File: src/rtl/pong_pkg.sv
// Shared types and constants for the pong score counter: FSM states, default win score, BCD digit width.
package pong_pkg;

    typedef enum logic {
        PLAY = 1'b0,
        OVER = 1'b1
    } state_t;

    localparam int WIN_SCORE_DEF = 11;
    localparam int DIGIT_W       = 4;

    // Split a decimal score (0..99) into its BCD tens digit.
    function automatic logic [DIGIT_W-1:0] bcd_tens(input int value);
        return DIGIT_W'(value / 10);
    endfunction

    // Split a decimal score (0..99) into its BCD ones digit.
    function automatic logic [DIGIT_W-1:0] bcd_ones(input int value);
        return DIGIT_W'(value % 10);
    endfunction

endpackage

File: src/rtl/bcd2_counter.sv
// Two-digit BCD score counter that saturates at 99 and flags the increment that lands on WIN_SCORE.
module bcd2_counter
    import pong_pkg::*;
#(
    parameter int WIN_SCORE = WIN_SCORE_DEF
) (
    input  logic               clk,
    input  logic               reset,
    input  logic               clr,
    input  logic               inc,
    output logic [DIGIT_W-1:0] tens,
    output logic [DIGIT_W-1:0] ones,
    output logic               reach_win
);

    localparam logic [DIGIT_W-1:0] WIN_TENS = bcd_tens(WIN_SCORE);
    localparam logic [DIGIT_W-1:0] WIN_ONES = bcd_ones(WIN_SCORE);

    logic [DIGIT_W-1:0] tens_reg, tens_next;
    logic [DIGIT_W-1:0] ones_reg, ones_next;
    logic               sat;

    assign sat = (tens_reg == 4'd9) && (ones_reg == 4'd9);

    always_comb begin
        tens_next = tens_reg;
        ones_next = ones_reg;
        if (!sat) begin
            if (ones_reg == 4'd9) begin
                ones_next = 4'd0;
                tens_next = tens_reg + 4'd1;
            end else begin
                ones_next = ones_reg + 4'd1;
            end
        end
    end

    // Looks at the post-increment value so the FSM can switch on the same edge that writes the score.
    assign reach_win = inc && !sat && (tens_next == WIN_TENS) && (ones_next == WIN_ONES);

    always_ff @(posedge clk) begin
        if (reset || clr) begin
            tens_reg <= '0;
            ones_reg <= '0;
        end else if (inc) begin
            tens_reg <= tens_next;
            ones_reg <= ones_next;
        end
    end

    assign tens = tens_reg;
    assign ones = ones_reg;

endmodule

File: src/rtl/pong_score_counter.sv
// Pong scoreboard: edge-detects the two point inputs, keeps two BCD scores and latches the first winner.
module pong_score_counter
    import pong_pkg::*;
#(
    parameter int WIN_SCORE = WIN_SCORE_DEF
) (
    input  logic               clk,
    input  logic               reset,
    input  logic               clr,
    input  logic               point_l,
    input  logic               point_r,
    output logic [DIGIT_W-1:0] dig0,
    output logic [DIGIT_W-1:0] dig1,
    output logic [DIGIT_W-1:0] dig2,
    output logic [DIGIT_W-1:0] dig3,
    output logic               game_over,
    output logic               winner
);

    state_t state_reg, state_next;
    logic   winner_reg, winner_next;
    logic   prev_l_reg, prev_r_reg;
    logic   block_l_reg, block_r_reg;
    logic   edge_l, edge_r;
    logic   inc_l, inc_r;
    logic   reach_l, reach_r;

    // A level still high when reset releases is blocked until it drops, so it cannot score as a fresh edge.
    always_ff @(posedge clk) begin
        if (reset) begin
            prev_l_reg  <= 1'b0;
            prev_r_reg  <= 1'b0;
            block_l_reg <= point_l;
            block_r_reg <= point_r;
        end else begin
            prev_l_reg  <= point_l;
            prev_r_reg  <= point_r;
            block_l_reg <= block_l_reg & point_l;
            block_r_reg <= block_r_reg & point_r;
        end
    end

    assign edge_l = point_l & ~prev_l_reg & ~block_l_reg;
    assign edge_r = point_r & ~prev_r_reg & ~block_r_reg;
    assign inc_l  = edge_l & (state_reg == PLAY) & ~clr;
    assign inc_r  = edge_r & (state_reg == PLAY) & ~clr;

    bcd2_counter #(.WIN_SCORE(WIN_SCORE)) u_left (
        .clk       (clk),
        .reset     (reset),
        .clr       (clr),
        .inc       (inc_l),
        .tens      (dig0),
        .ones      (dig1),
        .reach_win (reach_l)
    );

    bcd2_counter #(.WIN_SCORE(WIN_SCORE)) u_right (
        .clk       (clk),
        .reset     (reset),
        .clr       (clr),
        .inc       (inc_r),
        .tens      (dig2),
        .ones      (dig3),
        .reach_win (reach_r)
    );

    always_comb begin
        state_next  = state_reg;
        winner_next = winner_reg;
        if (clr) begin
            state_next  = PLAY;
            winner_next = 1'b0;
        end else begin
            unique case (state_reg)
                PLAY: begin
                    // Left is checked first so a simultaneous win goes to the left player.
                    if (reach_l) begin
                        state_next  = OVER;
                        winner_next = 1'b0;
                    end else if (reach_r) begin
                        state_next  = OVER;
                        winner_next = 1'b1;
                    end
                end
                OVER: begin
                    state_next  = OVER;
                end
                default: begin
                    state_next  = PLAY;
                    winner_next = 1'b0;
                end
            endcase
        end
    end

    always_ff @(posedge clk) begin
        if (reset) begin
            state_reg  <= PLAY;
            winner_reg <= 1'b0;
        end else begin
            state_reg  <= state_next;
            winner_reg <= winner_next;
        end
    end

    assign game_over = (state_reg == OVER);
    assign winner    = winner_reg;

endmodule

File: config.mk
export PLATFORM = sky130hd
export DESIGN_NAME = pong_score_counter
export DESIGN_NICKNAME = d
export VERILOG_FILES = /design/src/rtl/pong_pkg.sv /design/src/rtl/bcd2_counter.sv /design/src/rtl/pong_score_counter.sv
export SDC_FILE = /design/constraint.sdc
export NUM_CORES = 1
export LEC_CHECK = 0
export ABC_AREA = 1
export ABC_CLOCK_PERIOD_IN_PS = 3800
export CORE_MARGIN = 1
export CORE_UTILIZATION = 50
export CTS_CLUSTER_SIZE = 28
export DETAILED_ROUTE_END_ITERATION = 8
export PLACE_DENSITY = 0.83
export SLEW_MARGIN = 20
export SYNTH_ARGS = -nofsm -noshare
export SYNTH_HDL_FRONTEND = slang
export SYNTH_SLANG_ARGS = --single-unit
File: constraint.sdc
create_clock -name clk -period 3.8 [get_ports clk]
set_clock_uncertainty 0.05 [all_clocks]
set_input_delay 0.95 -clock clk [delete_from_list [all_inputs] [get_ports clk]]
set_output_delay 0.95 -clock clk [all_outputs]
set_load 0.03 [all_outputs]
After elaboration in Yosys (flattened, before gate mapping)
Cells that the tools add are included.
{"block": "classes", "n_addsub": 4, "n_eq_ne": 8, "muxes": 15, "bitwise_logic": 16, "n_reduce_logical": 14}
{"cell": "2-to-1 mux 4 bit", "count": 8}
{"cell": "adder 4 x 1 -> 4 bit (second input constant)", "count": 4}
{"cell": "== test 4 x 1 -> 1 bit (second input constant)", "count": 4}
{"cell": "== test 4 bit (second input constant)", "count": 4}
{"cell": "bitwise AND 1 bit", "count": 10}
{"cell": "logical AND 1 bit", "count": 8}
{"cell": "2-to-1 mux 1 bit", "count": 6}
{"cell": "NOT 1 bit", "count": 6}
{"cell": "logical NOT 1 bit", "count": 2}
{"cell": "case mux 1 bit (2 select lines)", "count": 1}
{"cell": "AND reduction 2 bit", "count": 1}
{"cell": "nonzero test 2 bit", "count": 1}
{"cell": "OR reduction 2 bit", "count": 1}
{"cell": "logical OR 1 bit", "count": 1}
{"block": "totals", "reg_bits": 22, "input_bits": 5}

Longest topological paths before layout
Gate-level depths: netlist of run 1.
{"block": "logic_depth", "ltp_word": 11, "ltp_mapped": 12, "depth_no_buf": 12}

Cells and area by module
From an unflattened synthesis of run 1, not the netlist that was laid out.
{"block": "hier_totals", "cells_unflattened": 196, "area_unflattened_um2": 1306.3}
{"module": "bcd2_counter (u_right)", "instances": 1, "cells_per_inst": 83, "area_each_um2": 544.3, "seq_area_each_um2": 160.2}
{"module": "bcd2_counter (u_left)", "instances": 1, "cells_per_inst": 81, "area_each_um2": 536.8, "seq_area_each_um2": 160.2}
{"module": "pong_score_counter", "instances": 1, "cells_per_inst": 32, "area_each_um2": 225.2, "seq_area_each_um2": 120.1}

Worst setup path before layout of run 1
OpenSTA, ideal clock, no wires.
{"block": "synth_timing", "kind": "input -> register", "from": "input port clr", "to": "register winner_reg (netlist: winner)", "setup_ps": 109, "t_arrival_ps": 1789, "slack_ps": 1853, "cell_stages": 9, "n_path_buf": 0, "path_cell_list": "or2_4 -> nor2_8 -> nand3_2 -> nor2_2 -> nand3_2 -> nand2_1 -> inv_1 -> nand2_1 -> inv_1"}
{"block": "synth_between", "elab_chain_cells": 7}
{"item": "start: declaration", "line_no": "pong_score_counter.sv:9", "source": "input logic clr,"}
{"item": "NOT 1 bit", "line_no": "pong_score_counter.sv:45, pong_score_counter.sv:46"}
{"item": "bitwise AND 1 bit, on equally long branches", "line_no": "pong_score_counter.sv:45, pong_score_counter.sv:46"}
{"item": "logical AND 1 bit (3 in a row)", "line_no": "bcd2_counter.sv:39", "source": "assign reach_win = inc && !sat && (tens_next == WIN_TENS) && (ones_next == WIN_ONES);"}
{"item": "nonzero test 2 bit (no source line)"}
{"item": "AND reduction 2 bit (no source line)"}
{"item": "end signal: assignment", "line_no": "pong_score_counter.sv:103", "source": "winner_reg <= winner_next;"}
{"item": "end: declaration", "line_no": "pong_score_counter.sv:21", "source": "logic winner_reg, winner_next;"}
Several ways; a longest one is shown, not always the timed one.
A chain may end at the register's enable or synchronous reset.

Worst setup path in the final report of run 1
{"block": "layout_timing", "from": "register u_right.ones_reg[0] (netlist: u_right.ones[0])", "to": "output port dig3[0]"}
{"item": "start: declaration", "line_no": "bcd2_counter.sv:20", "source": "logic [DIGIT_W-1:0] ones_reg, ones_next;"}
{"item": "start signal: assignment", "line_no": "bcd2_counter.sv:47", "source": "ones_reg <= ones_next;"}
{"item": "end: declaration", "line_no": "pong_score_counter.sv:15", "source": "output logic [DIGIT_W-1:0] dig3,"}
No word-level cell between the ends.

==> summary.txt, run 1 <==
Run status
  • Run status: finished, final reports clean

Final layout
  • Post-route cell area: approximately 1700 µm²
  • Register Area: 440 µm²
  • # diodes: 0
  • Commonest non-fill, non-tap cell in the layout: nand2_1
  • Nets: 232
  • Most frequent cells in the layout: nand2_1, inv_1, dfxtp_1, clkdlybuf4s50_1, nor2_1
  • Combined area of the multi-input logic cells: roughly 760 µm²
  • Layout area overhead: 21.8%
  • Share of layout cells above drive strength 1: 16.7%
  • Fillers: 231

Worst setup path
  • CP max stage cell: clkdlybuf4s50_1
  • Critical setup path kind: reg -> out
  • Setup crit end kind: primary output
  • Crit path buf inv count: 1
  • Worst Path Required: 2800 ps
  • Crit-path cells: clkdlybuf4s50_1
  • Worst Path Arrival: 1600 ps
  • Critical Path Start Type: flop
  • R2r setup slk: 2170 ps
  • Slowest Stage Delay on Critical Path: 740 ps
  • Worst path top cell family by delay: buffers and inverters
  • Critical-path maximum fanout: 9

STA
  • Worst Slack Setup Final: 1200 ps
  • Setup TNS: 0 ps
  • Unrepaired setup endpoints after global routing: false
  • Min Tclk post-route: 2600 ps
  • Slew Limit Fails: 0
  • Final period util: approximately two thirds
  • Worst hold slack: around 400 ps
  • Max Freq: 0.384 GHz
  • Setup violations, final: 0
  • Slew headroom: between 70 and 80%
  • Final Hold Viols: 0
  • Worst Tran Pin Value: 339 ps

Clock tree
  • Post-CTS Setup Bufs: 0
  • Worst skew pair latency: around 320 ps
  • H-tree Lvls: 1
  • Clock transition at path regs: 130 ps
  • Post-CTS sizing: 0
  • TritonCTS clock tree: done
  • CTS Buf Count: 3
  • Clock sinks: 22
  • Post-CTS Hold Buffers: 0
  • CTS max path bufs: 2
  • Root Driver: clkbuf_4

GRT
  • Number of global-route vias before repair: ~1,000
  • Initial antenna violation count: 0
  • GRT Total Usage: 20.4%
  • Largest net degree at the start of global routing: 14
  • Wire length of the first global-routing pass: 4240 µm
  • Remaining Overflow, GRT: 0

Die
  • Initial core utilization: 53.7%
  • Top Ports: 23
  • Die span in y: 54.1 µm
  • Die X: 54.1 µm
  • Core box area: 2520 µm²
  • FP Rows: 18
  • Die Area: 2920 µm²

Placement
  • IO buf count: 22
  • Final Wtd Congestion: 0.850
  • Placed instance area: 1600 µm²
  • DP HPWL: 1910 µm
  • Pre-CTS WS: 1330 ps

Yosys
  • Number of synthesized register bits: 22
  • Yosys warning count: 0
  • Syn Area/Cell: 6.84 µm²
  • Post-Synth XOR/XNOR Area: 0.646%
  • Post-synthesis adder-cell area fraction: 3.69%
  • Largest family of logic cells by synthesized area: simple AND/OR/NAND/NOR gates
  • Cell area after synthesis: 1360 µm²
  • Syn Nets: 207
  • Complex-gate fraction of the synthesized area: 13.8%
  • Multiplexer area fraction after synthesis: 0%
  • Syn Inst Count: between 150 and 200
  • Seq/Total Area, Yosys: 32.5%
  • Simple-gate portion of the synthesized area: 37.8%
  • Library cells used by synthesis: 25

Detailed routing
  • Vias/cell: 5.00
  • Final wirelength: 2680 µm
  • Pre-Repair DR Iteration Count: 4
  • Routed vias: 1,261
  • Initial drt markers: 23
  • Routed Antenna Nets: 0
  • DRC: 0
  • DR WL/cell: 10.6 µm

Run
  • Max-cap violations: 0

Power
  • Leakage: 0.000721 µW
  • Pwr Total: 482 µW
  • Peak VDD IR: 274 µV
  • Power Density: approximately 300 nW/µm²

Min path
  • Min-Delay Path Class: reg -> reg
cell families after synthesis:
family	count (synthesis)
AO/OA/AOI/OAI	33
XOR/XNOR	1
adder cells (fa/ha/maj)	4
buffers and inverters	39
flip-flops	22
AND/OR/NAND/NOR	99
per-stage QoR:
stage,cells,utilization [%]
2_1_floorplan,198,-
3_3_place_gp,248,63.3
3_5_place_dp,248,63.3
4_1_cts,252,65.4
5_1_grt,252,65.4
6_report,252,65.4
synthesized netlist by cell type:
library cell	number	area (µm²)
o21ai_0	10	50.1
inv_2	9	33.8
inv_1	27	101
buf_4	3	22.5
nor2_1	16	60.1
nand3b_1	1	7.51
nor2_8	2	40.0
nor3_1	1	5.00
o21ai_2	1	8.76
a31oi_1	2	12.5
dfxtp_1	22	440
or2_4	1	8.76
nand3_1	14	70.1
nor2_2	7	43.8
nand3_2	4	40.0
a211oi_1	3	22.5
ha_1	4	50.1
nand4_1	3	18.8
a21oi_1	14	70.1
nand2_1	42	158
nor2_4	2	22.5
a22oi_1	1	7.51
o211ai_1	2	15.0
nand2_2	6	37.5
xnor2_1	1	8.76
power breakdown:
group	switching [µW]	internal [µW]	total, µW
Combinational	34.2	21.8	56.0
Clock	76.2	107	183
Sequential	6.56	237	243
worst register-to-register path: cells and delay by family, from the launching register on:
family	cells	cell delay, ps
fa+ha+maj	1	210
simple gates	6	550
flops	1	500
compound gates	1	60
buf+inv	2	160
final timing paths:
path                   startpoint           to  depth (start not counted)
hold reg to reg       block_l_reg  block_l_reg                          2
setup / recovery  u_right.ones[0]      dig3[0]                          1
setup reg to reg  u_right.tens[0]       winner                         10
hold / removal        block_l_reg  block_l_reg                          2
metal layers:
layer / part of all wire [%] / up-vias / global-route usage (%)
li1: - / 683 / -
met1: 48 / 537 / 26.7
met2: 46 / 36 / 33.1
met3: 4.6 / 5 / 5.93
met4: 0.93 / 0 / 3.85
met5: 0 / - / 0
cell type report:
class / instances / share of cell area, %
tap: 30 / 2.27
inverter: 36 / 8.19
clock inverter: 1 / 1.82
multi-input combinational: 137 / 45.9
timing repair buffer: 23 / 13.8
clock buffer: 3 / 1.36
sequential: 22 / 26.7
Power figures use the tool's default switching activity.
==> run 2, diff against run 1 <==
- ABC_CLOCK_PERIOD_IN_PS: 3800 -> 2150
- CORE_UTILIZATION: 50 -> 47
- PLACE_DENSITY: 0.83 -> 0.82
- clock period: 3.8 -> 2.15 ns (I/O delays scaled with it)
==> summary.txt, run 2 (synthesis results as in run 1) <==
Final layout
  • Share of layout cells above drive strength 1: 17.4% (was 16.7%)
  • Nets: 234 (was 232)
  • Commonest non-fill, non-tap cell in the layout: nand2_1 (unchanged)
  • Most frequent cells in the layout: nand2_1, inv_1, dfxtp_1, nor2_1, clkdlybuf4s50_1 (was nand2_1, inv_1, dfxtp_1, clkdlybuf4s50_1, nor2_1)
  • Fillers: 257 (was 231)
  • # diodes: 0 (unchanged)
  • Layout area overhead: 22.9% (was 21.8%)

Worst setup path
  • CP max stage cell: clkdlybuf4s50_1 (unchanged)
  • Critical-path maximum fanout: 6 (was 9)
  • Critical Path Start Type: flop (unchanged)
  • Crit-path cells: clkdlybuf4s50_1 (unchanged)
  • Crit path buf inv count: 1 (unchanged)
  • Critical setup path kind: reg -> out (unchanged)
  • Worst Path Arrival: 1460 ps (was 1600 ps)
  • Worst path top cell family by delay: buffers and inverters (unchanged)
  • Worst Path Required: 1560 ps (was 2800 ps)
  • Setup crit end kind: primary output (unchanged)
  • Slowest Stage Delay on Critical Path: 710 ps (was 740 ps)

STA
  • Unrepaired setup endpoints after global routing: false (unchanged)
  • Slew Limit Fails: 0 (unchanged)
  • Worst Tran Pin Value: 318 ps (was 339 ps)
  • Setup TNS: 0 ps (unchanged)
  • Setup violations, final: 0 (unchanged)
  • Final Hold Viols: 0 (unchanged)
  • Max Freq: between 0.4 and 0.5 GHz
  • Slew headroom: 78.7% (was 77.4%)
  • Min Tclk post-route: 2050 ps
  • Final period util: 95.4%

Placement
  • Final Wtd Congestion: 0.887 (was 0.850)
  • DP HPWL: 1980 µm (was 1910 µm)
  • IO buf count: 22 (unchanged)

Detailed routing
  • DR WL/cell: 10.4 µm (was 10.6 µm)
  • Initial drt markers: 56 (was 23)
  • Routed vias: 1,282 (was 1,261)
  • DRC: 0 (unchanged)
  • Final wirelength: 2650 µm (was 2680 µm)
  • Vias/cell: 5.03 (was 5.00)
  • Pre-Repair DR Iteration Count: 4 (unchanged)
  • Routed Antenna Nets: 0 (unchanged)

Die
  • Die span in y: 55.7 µm (was 54.1 µm)
  • FP Rows: 19 (was 18)
  • Core box area: 2730 µm² (was 2520 µm²)
  • Top Ports: 23 (unchanged)
  • Initial core utilization: 49.6% (was 53.7%)
  • Die X: 55.7 µm (was 54.1 µm)
  • Die Area: 3100 µm² (was 2920 µm²)

Clock tree
  • CTS Buf Count: 3 (unchanged)
  • TritonCTS clock tree: done (unchanged)
  • Clock sinks: 22 (unchanged)
  • Post-CTS sizing: 0 (unchanged)
  • CTS max path bufs: 2 (unchanged)
  • Post-CTS Hold Buffers: 0 (unchanged)
  • Clock transition at path regs: 130 ps (about the same)
  • Worst skew pair latency: 310 ps (was 320 ps)
  • Root Driver: clkbuf_4 (unchanged)
  • Post-CTS Setup Bufs: 0 (unchanged)
  • H-tree Lvls: 1 (unchanged)

Power
  • Power Density: 457 nW/µm² (was 292 nW/µm²)
  • Peak VDD IR: 333 µV (was 274 µV)
  • Pwr Total: 761 µW (was 482 µW)
  • Leakage: 0.000834 µW (was 0.000721 µW)

Run
  • Max-cap violations: 0 (unchanged)

GRT
  • Initial antenna violation count: 0 (unchanged)
  • Remaining Overflow, GRT: 0 (unchanged)
  • Largest net degree at the start of global routing: 13 (was 14)
  • Number of global-route vias before repair: 1,140 (was 998)
  • Wire length of the first global-routing pass: 4710 µm (was 4240 µm)
  • GRT Total Usage: 18.5% (was 20.4%)

Min path
  • Min-Delay Path Class: reg -> reg (unchanged)

Run status
  • Run status: finished, final reports clean (unchanged)
run 2: cell type report:
type	count	area (µm²)	area share [%]
clock buffers	4	36.3	2.18
inverters	36	135	8.11
multi-input cells	137	757	45.5
flip-flops and latches	22	440	26.4
well taps	31	38.8	2.33
repair buffers	25	258	15.5
run 2: layer usage:
| metal | GRT usage [%] | wire [µm] | vias to the layer above |
|---|---|---|---|
| li1 | - | - | 681 |
| met1 | 24.2 | 1270 | 570 |
| met2 | 31.0 | 1260 | 29 |
| met3 | 2.09 | 105 | 2 |
| met4 | 7.50 | 17 | 0 |
| met5 | 0 | 0 | - |
run 2: power breakdown:
part	switching [µW]	internal, µW
Sequential	10.5	418
Combinational	62.3	40.0
Clock	127	103
run 2: path summary, 6_finish.rpt:
path / slack (ps) / cells after the start / start / endpoint
max reg2reg: 570 / 11 / u_right.tens[1] / game_over
min reg2reg: 410 / 2 / block_r_reg / block_r_reg
max: 100 / 1 / u_right.tens[2] / dig2[2]
min: 410 / 2 / block_r_reg / block_r_reg
run 2: per-stage QoR:
| step | utilization [%] | setup slack, ps | cells | hold slack (ps) | cell area [µm²] |
|---|---|---|---|---|---|
| 3_5_place_dp | 59.0 | 113 | 251 | 394 | 1610 |
| 2_1_floorplan | - | 514 | 198 | 380 | 1360 |
| 5_1_grt | 60.9 | 23.2 | 255 | 443 | 1670 |
| 6_report | 60.9 | 98.4 | 255 | 409 | 1670 |
| 3_3_place_gp | 59.0 | 148 | 251 | 390 | 1610 |
| 4_1_cts | 60.4 | 3.84 | 255 | 413 | 1650 |
==> run 3, diff against run 2 <==
- ABC_CLOCK_PERIOD_IN_PS: 2150 -> 1800
- CELL_PAD_IN_SITES_DETAIL_PLACEMENT: not set -> 0
- CELL_PAD_IN_SITES_GLOBAL_PLACEMENT: not set -> 1
- CORE_UTILIZATION: 47 -> 33
- PLACE_DENSITY: 0.82 -> 0.81
- clock period: 2.15 -> 1.8 ns (I/O delays scaled with it)
==> summary.txt, run 3 (synthesis results as in run 1) <==
Clock tree
  • Clock sinks: 22 (unchanged)
  • TritonCTS clock tree: done (unchanged)
  • CTS max path bufs: 2 (unchanged)
  • H-tree Lvls: 1 (unchanged)
  • Root Driver: clkbuf_8 (was clkbuf_4)
  • Clock transition at path regs: 80 ps (was 130 ps)
  • CTS Buf Count: 3 (unchanged)
  • Post-CTS Hold Buffers: 0 (unchanged)
  • Worst skew pair latency: 260 ps (was 310 ps)

Die
  • Die span in y: 66.1 µm (was 55.7 µm)
  • Initial core utilization: 35.7% (was 49.6%)
  • Die X: 66.1 µm (was 55.7 µm)
  • FP Rows: 22 (was 19)
  • Top Ports: 23 (unchanged)
  • Die Area: 4370 µm² (was 3100 µm²)
  • Core box area: 3800 µm² (was 2730 µm²)

Min path
  • WHS Endpoint: block_r_reg (unchanged)
  • Min-Delay Path Class: reg -> reg (unchanged)
  • Hold path cells: 2 (unchanged)
  • Worst hold start: block_r_reg (unchanged)

STA
  • Final Hold Viols: 0 (unchanged)
  • Worst Slack Setup Final: 174 ps (was 98.4 ps)
  • Setup violations, final: 0 (unchanged)
  • Worst Tran Pin Value: 319 ps (was 318 ps)
  • Max Freq: 0.615 GHz
  • Unrepaired setup endpoints after global routing: false (unchanged)
  • Slew Limit Fails: 0 (unchanged)
  • Slew headroom: 78.7% (about the same)
  • Final period util: 90.3%
  • Min Tclk post-route: 1630 ps

GRT
  • Number of global-route vias before repair: 1,214 (was 1,140)
  • Remaining Overflow, GRT: 0 (unchanged)
  • Largest net degree at the start of global routing: 13 (unchanged)
  • GRT Total Usage: 15.2% (was 18.5%)
  • Initial antenna violation count: 0 (unchanged)
  • Wire length of the first global-routing pass: 5210 µm (was 4710 µm)

Final layout
  • Nets: 250 (was 234)
  • Share of layout cells above drive strength 1: 22.9% (was 17.4%)
  • Most frequent cells in the layout: nand2_1, inv_1, dfxtp_1, buf_4, nor2_1 (was nand2_1, inv_1, dfxtp_1, nor2_1, clkdlybuf4s50_1)
  • Layout area overhead: 34.4% (was 22.9%)
  • Final core utilization: 48.0% (was 60.9%)
  • # diodes: 0 (unchanged)
  • Commonest non-fill, non-tap cell in the layout: nand2_1 (unchanged)

Detailed routing
  • Routed Antenna Nets: 0 (unchanged)
  • DRC: 0 (unchanged)
  • Vias/cell: 4.60 (was 5.03)
  • Initial drt markers: 68 (was 56)
  • Pre-Repair DR Iteration Count: 4 (unchanged)
  • DR WL/cell: 10.1 µm (was 10.4 µm)
  • Final wirelength: 2900 µm (was 2650 µm)
  • Routed vias: 1,324 (was 1,282)

Run status
  • Run status: finished, final reports clean (unchanged)

Worst setup path
  • Worst Path Arrival: 1740 ps (was 1460 ps)
  • Critical-path maximum fanout: 4 (was 6)
  • R2r setup slk: 250 ps (was 570 ps)
  • Worst-case reg-to-reg path depth: 12 (was 11)
  • Worst Path Required: 1920 ps (was 1560 ps)
  • Critical Path Start Type: input pin (was flop)
  • Setup crit end kind: flop (was primary output)
  • Reg2reg end: winner (was game_over)
  • Critical setup path kind: in -> reg (was reg -> out)
  • FF-to-FF Start: u_left.tens[1] (was u_right.tens[1])

Placement
  • IO buf count: 22 (unchanged)
  • Pre-CTS WS: -125 ps (was 113 ps)
  • Final Wtd Congestion: 0.789 (was 0.887)
  • DP HPWL: 2270 µm (was 1980 µm)

Power
  • Peak VDD IR: 362 µV (was 333 µV)
  • Power Density: 549 nW/µm² (was 457 nW/µm²)
  • Leakage: 0.00102 µW (was 0.000834 µW)

Run
  • Max-cap violations: 0 (unchanged)
-- run 3: power by group --
group / leakage [µW] / switching (µW) / internal [µW] / total, µW
registers: 0.000179 / 7.48 / 499 / 507
logic: 0.000817 / 83.0 / 56.7 / 140
clock network: 0.0000288 / 160 / 195 / 354
total: 0.00102 / 250 / 751 / 1000
-- run 3: what timing repair did --
item	4_1_cts	5_1_grt
endpoints found under the setup margin	9	9
buffers inserted	0	0
gates resized for setup	9	9
-- run 3: final cells by class --
class,count,area (µm²)
flip-flops and latches,22,440
multi-input cells,137,757
repair buffers,41,374
fillers,390,1980
clock buffers,4,55.1
inverters,36,135
well taps,48,60.1
-- run 3: worst max path at each step --
stage | end | depth (start not counted) | startpoint
after floorplan | winner | 12 | u_left.tens[1]
after global placement | winner | 12 | point_l
final | winner | 12 | point_l
after global routing | winner | 12 | u_left.tens[1]
after detailed placement | winner | 12 | point_l
after CTS | winner | 1 | winner
-- run 3: metal layers --
metal	vias to the layer above	track usage (%)	wire [µm]
met5	-	0	0
met4	0	4.52	29
met3	6	3.28	92
met2	27	26.0	1390
met1	577	19.0	1390
li1	714	-	-
-- run 3: through the flow --
stage	instances	hold slack (ps)	TNS, ps	total power, µW	cell area, µm²
6_report	288	406	0	1000	1820
5_1_grt	288	446	0	1060	1820
4_1_cts	288	412	0	1020	1800
3_5_place_dp	284	399	-518	662	1760
3_3_place_gp	284	388	-608	662	1760
2_1_floorplan	198	380	0	606	1360
-- run 3: critical path, stage by stage --
cell and delay (ps):
clkdlybuf4s50_1 450, inv_1 50, nor2_1 80, nand2_1 130, nor2_8 130, nand3_2 70
nor2_2 90, nand3_2 100, nand2_1 70, inv_1 30, nand2_1 50, inv_1 30
